## src/rtl/pkg_8b10b.sv

```systemverilog
// pkg_8b10b: K-code symbol bytes and framer state encoding shared by the 8b10b transmit path.
package pkg_8b10b;
   localparam logic [7:0] K28_5 = 8'hBC;
   localparam logic [7:0] K27_7 = 8'hFB;
   localparam logic [7:0] K29_7 = 8'hFD;
   localparam logic [7:0] K23_7 = 8'hF7;
   typedef enum logic [1:0] {IDLE, DATA, EOF, DROP} state_t;
endpackage

```

## src/rtl/framer_8b10b_tx_if.sv

```systemverilog
// framer_8b10b_tx_if: source byte stream in, symbol stream out toward the encoder.
interface framer_8b10b_tx_if;
   logic       s_valid;
   logic       s_ready;
   logic [7:0] s_data;
   logic       s_last;
   logic       dvo;
   logic       k;
   logic [7:0] dout;
   logic       err;
   modport master (output s_valid, s_data, s_last, input s_ready, dvo, k, dout, err);
   modport slave (input s_valid, s_data, s_last, output s_ready, dvo, k, dout, err);
endinterface

```

## src/rtl/framer_8b10b_tx.sv

```systemverilog
// framer_8b10b_tx: wraps a byte stream into SOF/data/EOF symbol frames with K28.5 idle fill
// and truncates frames longer than MAX_LEN, draining the remainder.
module framer_8b10b_tx
   import pkg_8b10b::*;
#(
   parameter int MIN_IDLE = 2,
   parameter int MAX_LEN  = 256
) (
   input logic              clk,
   input logic              rst,
   input logic              en,
   framer_8b10b_tx_if.slave bus
);
   state_t      state, state_n;
   logic [7:0]  idle_cnt, idle_n, idle_inc, dout_n;
   logic [15:0] len_cnt, len_n;
   logic        abort, abort_n, k_n, err_n, acc, last_len;
   assign bus.s_ready = state == DROP || (state == DATA && en);
   assign acc         = bus.s_valid && bus.s_ready;
   assign last_len    = {1'b0, len_cnt} + 17'd1 == 17'(MAX_LEN);
   assign idle_inc    = idle_cnt == 8'hFF ? idle_cnt : idle_cnt + 8'd1;
   always_comb begin
      state_n = state;
      idle_n  = idle_cnt;
      len_n   = len_cnt;
      abort_n = abort;
      k_n     = bus.k;
      dout_n  = bus.dout;
      err_n   = 1'b0;
      if (en)
         case (state)
            IDLE: begin
               k_n = 1'b1;
               if (bus.s_valid && idle_cnt >= 8'(MIN_IDLE)) begin
                  dout_n  = K27_7;
                  len_n   = '0;
                  state_n = DATA;
               end else begin
                  dout_n = K28_5;
                  idle_n = idle_inc;
               end
            end
            DATA: begin
               k_n    = !acc;
               dout_n = acc ? bus.s_data : K23_7;
               len_n  = acc ? len_cnt + 16'd1 : len_cnt;
               // a last byte landing exactly on MAX_LEN is a clean end, not a truncation
               if (acc && (bus.s_last || last_len)) begin
                  state_n = EOF;
                  abort_n = !bus.s_last;
               end
            end
            EOF: begin
               k_n     = 1'b1;
               dout_n  = K29_7;
               idle_n  = '0;
               err_n   = abort;
               abort_n = 1'b0;
               state_n = abort ? DROP : IDLE;
            end
            DROP: begin
               k_n    = 1'b1;
               dout_n = K28_5;
               idle_n = idle_inc;
            end
         endcase
      // draining ignores the slot strobe so the source is never stalled
      if (state == DROP && acc && bus.s_last) state_n = IDLE;
   end
   always_ff @(posedge clk) begin
      if (rst) begin
         state    <= IDLE;
         idle_cnt <= '0;
         len_cnt  <= '0;
         abort    <= 1'b0;
         bus.dvo  <= 1'b0;
         bus.k    <= 1'b0;
         bus.dout <= '0;
         bus.err  <= 1'b0;
      end else begin
         state    <= state_n;
         idle_cnt <= idle_n;
         len_cnt  <= len_n;
         abort    <= abort_n;
         bus.dvo  <= en;
         bus.k    <= k_n;
         bus.dout <= dout_n;
         bus.err  <= err_n;
      end
   end
endmodule

```

## src/flat_wrapper.sv

```systemverilog
// flat-port wrapper written by rule: the top's interface ports become plain ports
module framer_8b10b_tx_flat import pkg_8b10b::*;
#(
   parameter int MIN_IDLE = 2,
   parameter int MAX_LEN  = 256
)
  (clk, rst, en, bus_s_valid, bus_s_data, bus_s_last, bus_s_ready, bus_dvo, bus_k, bus_dout, bus_err);
  framer_8b10b_tx_if bus_i ();
  input logic clk;
  input logic rst;
  input logic en;
  input wire logic [$bits(bus_i.s_valid)-1:0] bus_s_valid;
  input wire logic [$bits(bus_i.s_data)-1:0] bus_s_data;
  input wire logic [$bits(bus_i.s_last)-1:0] bus_s_last;
  output wire logic [$bits(bus_i.s_ready)-1:0] bus_s_ready;
  output wire logic [$bits(bus_i.dvo)-1:0] bus_dvo;
  output wire logic [$bits(bus_i.k)-1:0] bus_k;
  output wire logic [$bits(bus_i.dout)-1:0] bus_dout;
  output wire logic [$bits(bus_i.err)-1:0] bus_err;
  assign bus_i.s_valid = bus_s_valid;
  assign bus_i.s_data = bus_s_data;
  assign bus_i.s_last = bus_s_last;
  assign bus_s_ready = bus_i.s_ready;
  assign bus_dvo = bus_i.dvo;
  assign bus_k = bus_i.k;
  assign bus_dout = bus_i.dout;
  assign bus_err = bus_i.err;
  framer_8b10b_tx #(.MIN_IDLE(MIN_IDLE), .MAX_LEN(MAX_LEN)) u_core (.clk(clk), .rst(rst), .en(en), .bus(bus_i));
endmodule
```

## config.mk

```make
export PLATFORM = sky130hd
export DESIGN_NAME = framer_8b10b_tx_flat
export DESIGN_NICKNAME = d
export VERILOG_FILES = /design/src/rtl/pkg_8b10b.sv /design/src/rtl/framer_8b10b_tx_if.sv /design/src/rtl/framer_8b10b_tx.sv /design/src/flat_wrapper.sv
export SDC_FILE = /design/constraint.sdc
export NUM_CORES = 1
export LEC_CHECK = 0
export BUFFER_PORTS_ARGS = -buffer_cell sky130_fd_sc_hd__buf_2
export CORE_MARGIN = 2
export CORE_UTILIZATION = 40
export DETAILED_ROUTE_END_ITERATION = 8
export HOLD_SLACK_MARGIN = 0.05
export PLACE_DENSITY_LB_ADDON = 0.12
export SYNTH_ARGS = -nofsm -noshare
export SYNTH_HDL_FRONTEND = slang
export SYNTH_SLANG_ARGS = --single-unit
```

## constraint.sdc

```tcl
create_clock -name clk -period 3.2 [get_ports clk]
set_input_delay 0.48 -clock clk [delete_from_list [all_inputs] [get_ports clk]]
set_output_delay 0.48 -clock clk [all_outputs]
set_load 0.02 [all_outputs]
```

# Word-level counts from Yosys, hierarchy flattened
# Cells that the tools add are included.
dict set report totals {
  ff_bits 38
}
dict set report classes {
  n_addsub 3
  order_cmp 1
  n_eq_ne 9
  muxes 16
  bitwise_logic 2
  reduce_logical 22
}
# operator count
set ops {}
lappend ops {{$mux 16} 2}
lappend ops {{$pmux 16 s2} 1}
lappend ops {{$pmux 8 s4} 1}
lappend ops {{$mux 8} 3}
lappend ops {{$pmux 8 s3} 1}
lappend ops {{$add 16x1->17 const B} 1}
lappend ops {{$eq 17x9->1 const B} 1}
lappend ops {{$add 16x1->16 const B} 1}
lappend ops {{$add 8x1->8 const B} 1}
lappend ops {{$eq 8x8->1 const B} 1}
lappend ops {{$ge 8x2->1 const B} 1}
lappend ops {{$reduce_and 4->1} 2}
lappend ops {{$mux 7} 1}
lappend ops {{$logic_and 1x1->1} 6}
lappend ops {{$mux 2} 3}
lappend ops {{$pmux 2 s3} 1}
lappend ops {{$reduce_and 3->1} 2}
lappend ops {{$reduce_bool 3->1} 2}
lappend ops {{$reduce_or 3->1} 2}
lappend ops {{$eq 2x2->1 const B} 2}
lappend ops {{$ne 2x1->1 const B} 2}
lappend ops {{$ne 2x2->1 const B} 2}
lappend ops {{$pmux 1 s2} 2}
lappend ops {{$reduce_bool 2->1} 2}
lappend ops {{7 further kinds} 10}

# Longest topological paths before layout
dict set report logic_depth {
  word_depth 7
  mapped_depth 10
  depth_no_buf 9
}

# Worst setup path after synthesis
# No wires, ideal clock.
dict set report synth_timing {
  path_kind {flip-flop to flip-flop}
  startpoint {register u_core.len_cnt[0]}
  endpoint {register u_core.state[0]}
  t_arrival_ns 2.473
  required_ns 3.109
  setup_slack_ns 0.636
  path_stages_with_launch 9
  n_path_buf 0
  synth_period_minus_slack_ns 2.564
  cell_sequence {dfxtp_1 > ha_1 > nand3_1 > nor4_1 > mux2_2 > or4_4 > o21ai_2 > a21oi_1 > a311oi_1}
}
dict set report synth_via {
  elab_chain_len 6
}
# item line_no
set synth_rtl {}
lappend synth_rtl {{start, declared} framer_8b10b_tx.sv:16} ;# logic [15:0] len_cnt, len_n;
lappend synth_rtl {{start signal, assigned} framer_8b10b_tx.sv:83} ;# len_cnt <= len_n;
lappend synth_rtl {{$add 16x1->17} framer_8b10b_tx.sv:20} ;# assign last_len = {1'b0, len_cnt} + 17'd1 == 17'(MAX_LEN);
lappend synth_rtl {{$eq 17x9->1} framer_8b10b_tx.sv:20}
lappend synth_rtl {{$logic_or 1x1->1} framer_8b10b_tx.sv:48} ;# if (acc && (bus.s_last || last_len)) begin
lappend synth_rtl {{$logic_and 1x1->1} framer_8b10b_tx.sv:48}
lappend synth_rtl {{$ne 2x2->1 (no line)} --}
lappend synth_rtl {{$reduce_and 4->1 (no line)} --}
lappend synth_rtl {{end signal, assigned} framer_8b10b_tx.sv:81} ;# state <= state_n;
lappend synth_rtl {{end, declared} framer_8b10b_tx.sv:14} ;# state_t state, state_n;
# Every way passes these cells.
# A chain may end at the register's enable or synchronous reset.

# Final worst setup path
# Same ends and word-level chain as after synthesis.

==> reports/qor.yml <==
sta:
  slew_violations: 0
  timing.fmax_ghz: 0.352
  slew_headroom: 0.171
  finClkSkew_ns: 0.00349
  hold_viol_final: 0
  setup_violations: 0
  fin_crit_ns: 2.84
  grt_setup_unrepaired: "no"
  tightest_slew_ns: 1.23
  fin_crit_sh: 0.887
  fin_setup_tns_ns: 0
clocking:
  cts_resized: 0
  root_buffer: "clkbuf_8"
  path_clk_slew_ns: 0.08
  cts_sinks: 38
  clk_path_buf_depth: 2
  cts_setup_buffers: 0
  cts_hold_buf: 0
  tritoncts: "done"
  htreeDepth: 2
  numCtsBuffers: 5
  worstSkewPairLatency_ns: 0.29
setup_path:
  cp_max_fo: 9
  reg2regPathDepth: 8
  cp.required_ns: 3.40
  crit_start: "u_core.len_cnt[0]"
  r2r-end: "u_core.state[0]"
  startpoint_type: "flip-flop"
  crit_path_end_kind: "flip-flop"
  cp-endpoint: "u_core.state[0]"
  r2r_setup_slack_ns: 0.36
  crit_arrival_ns: 3.04
  crit_type: "flip-flop to flip-flop"
  r2r-start: "u_core.len_cnt[0]"
logic_synthesis:
  ys_async_sr_fraction: 0
  synth_edf_count: 0
  synth_largest_area_cell: "dfxtp_1"
  avgSynthCellArea_um2: 7.70
  synth_top_area_frac: 0.328
  syn-num-nets: 323
  yosysWarnings: 0
  ys_top_cells_by_area: "dfxtp_1, nor2_1, a21oi_1"
  synth_area_um2: 2320
  ys_seq_area_frac: 0.328
  syn_inst: 301
  synth_top_flop_cell: "dfxtp_1"
  synth_cell_types: 55
  ys_ff_latch: 38
power:
  power_frac_seq: 0.429
  irDropWorstVdd_mv: 0.265
  power_leakage_nw: 0.967
  clkPwrFrac: 0.422
  intPower_uw: 862
  powerDensity_nw_per_um2: 447
  switching_share: 0.261
  p_switching_uw: 304
  power_mw: 1.17
  comb_power_share: 0.150
routing:
  ant_nets: 0
  wire_per_inst_um: 14.5
  finalWirelength_mm: 5.62
  drc: 0
  first_pass_iters: 5
  vias_per_cell: 5.76
  vias: 2233
  drt_iter0_markers: 234
global_routing:
  grt_usage: 0.188
  grt_pass1_wl_mm: 9.53
  antenna_found_initial: 0
  grt_max_degree: 32
  overflow: 0
  grt_pass1_vias: 2050
die:
  die_area_um2: 6420
  die_w_um: 80.1
  rows: 27
  start_util: 0.418
  fp.coreArea_um2: 5540
  top_level_ports: 25
  die_y_um: 80.1
placed_design:
  gp_congestion: 0.813
  portBuffers: 24
  hpwl_mm: 3.96
final_layout:
  final_util: 0.471
  nets: 337
  fillers: 600
  layout-drive-gt1-share: 0.165
  areaGrowthSynthToFinish_pct: 12.5
  antenna_cells: 0
flow_run:
  drv_cap: 0
outcome:
  outcome: "finished clean"
worst_hold_path:
  worstHoldPathType: "flip-flop to flip-flop"
==> worst max-delay path, cell delays in order (launching register included) <==
cell and delay [ns]:
dfxtp_1 0.47, ha_1 0.30, nand3_1 0.20, nor4_2 0.46, mux2_2 0.39, or4_4 0.43, o21ai_2 0.17, a21oi_1 0.09
a311oi_1 0.24
==> power groups by stage <==
stage	combinational, mW	clock, mW	sequential (mW)
CTS	0.176	0.509	0.500
detailed placement	0.175	0	0.511
floorplan	0.110	0	0.523
global placement	0.175	0	0.511
global route	0.199	0.531	0.502
finish	0.175	0.491	0.500
==> metal layers <==
| metal | global-route usage | wire [µm] |
|---|---|---|
| met1 | 0.253 | 2730 |
| met2 | 0.304 | 2540 |
| met3 | 0.0404 | 285 |
| met4 | 0.0525 | 65 |
| met5 | 0 | 0 |
==> cell usage in the layout, fill, tap and decap left out, types with 6 or more instances in the layout <==
| cell type | synthesis | layout |
|---|---|---|
| nand2_1 | 25 | 25 |
| inv_1 | 8 | 8 |
| dfxtp_1 | 38 | 38 |
| ha_1 | 9 | 9 |
| xnor2_1 | 6 | 6 |
| nand4_1 | 8 | 8 |
| nor2_1 | 36 | 36 |
| a311oi_1 | 8 | 8 |
| nand3_1 | 17 | 17 |
| o21ai_0 | 23 | 23 |
| buf_2 | 2 | 24 |
| a21oi_1 | 26 | 26 |
| nor3_1 | 9 | 9 |
==> registers in the layout (all words and copies together) (netlist names) <==
register and cells:
u_core.len_cnt 16, u_core.bus.dout 8, u_core.idle_cnt 8, u_core.state 2
u_core.abort 1, u_core.bus.dvo 1, u_core.bus.err 1, u_core.bus.k 1
==> worst min path at each step <==
stage	cells past startpoint	slack (ns)	to	start
after detailed placement	2	0.46	u_core.bus.dout[2]	u_core.bus.dout[2]
after global routing	2	0.51	u_core.bus.dout[6]	u_core.bus.dout[6]
after CTS	2	0.48	u_core.bus.dout[2]	u_core.bus.dout[2]
final	2	0.47	u_core.bus.dout[6]	u_core.bus.dout[6]
after global placement	2	0.45	u_core.bus.dout[6]	u_core.bus.dout[6]
after floorplan	2	0.46	u_core.len_cnt[14]	u_core.len_cnt[14]
==> cell usage after synthesis (3+ instances only) <==
master     n
mux2i_1    3
xnor2_1    6
nor3_1     9
nand2b_1   5
a311oi_1   8
and4_4     3
nand3b_1   4
o21ai_0   23
nand3_1   17
nor2_1    36
and2_1     3
a21oi_1   26
clkbuf_1  15
a211oi_1   3
inv_1      8
nand4_1    8
nor4_1     3
nand2_1   25
dfxtp_1   38
and3_1     4
ha_1       9
==> cell families after synthesis <==
| kind of cell | count (synthesis) | synth area share |
|---|---|---|
| AOI/OAI and AO/OA | 82 | 0.229 |
| xor gates and xnor gates | 8 | 0.0302 |
| adders and majority gates | 9 | 0.0486 |
| buffers and inverters | 28 | 0.0502 |
| DFF | 38 | 0.328 |
| muxes | 4 | 0.0178 |
| and+or+nand+nor | 132 | 0.296 |
==> stage by stage <==
stage	instance area, µm²	setup slack (ns)	instances	hold slack [ns]
after floorplan	2320	0.636	301	0.463
after global placement	2460	0.404	380	0.455
after detailed placement	2460	0.300	380	0.464
after CTS	2600	0.269	388	0.477
after global routing	2610	0.211	388	0.509
final	2610	0.360	388	0.472
==> area by class of cell <==
cell class	count	area, µm²	share of cell area
flip-flops and latches	38	761	0.292
well taps	72	90.1	0.0345
multi-input cells	235	1450	0.555
clock buffers	5	68.8	0.0264
inverters	8	30.0	0.0115
repair buffers	27	143	0.0547
clock inverters	3	68.8	0.0264
Note: power is estimated with default switching activity, not from simulation.
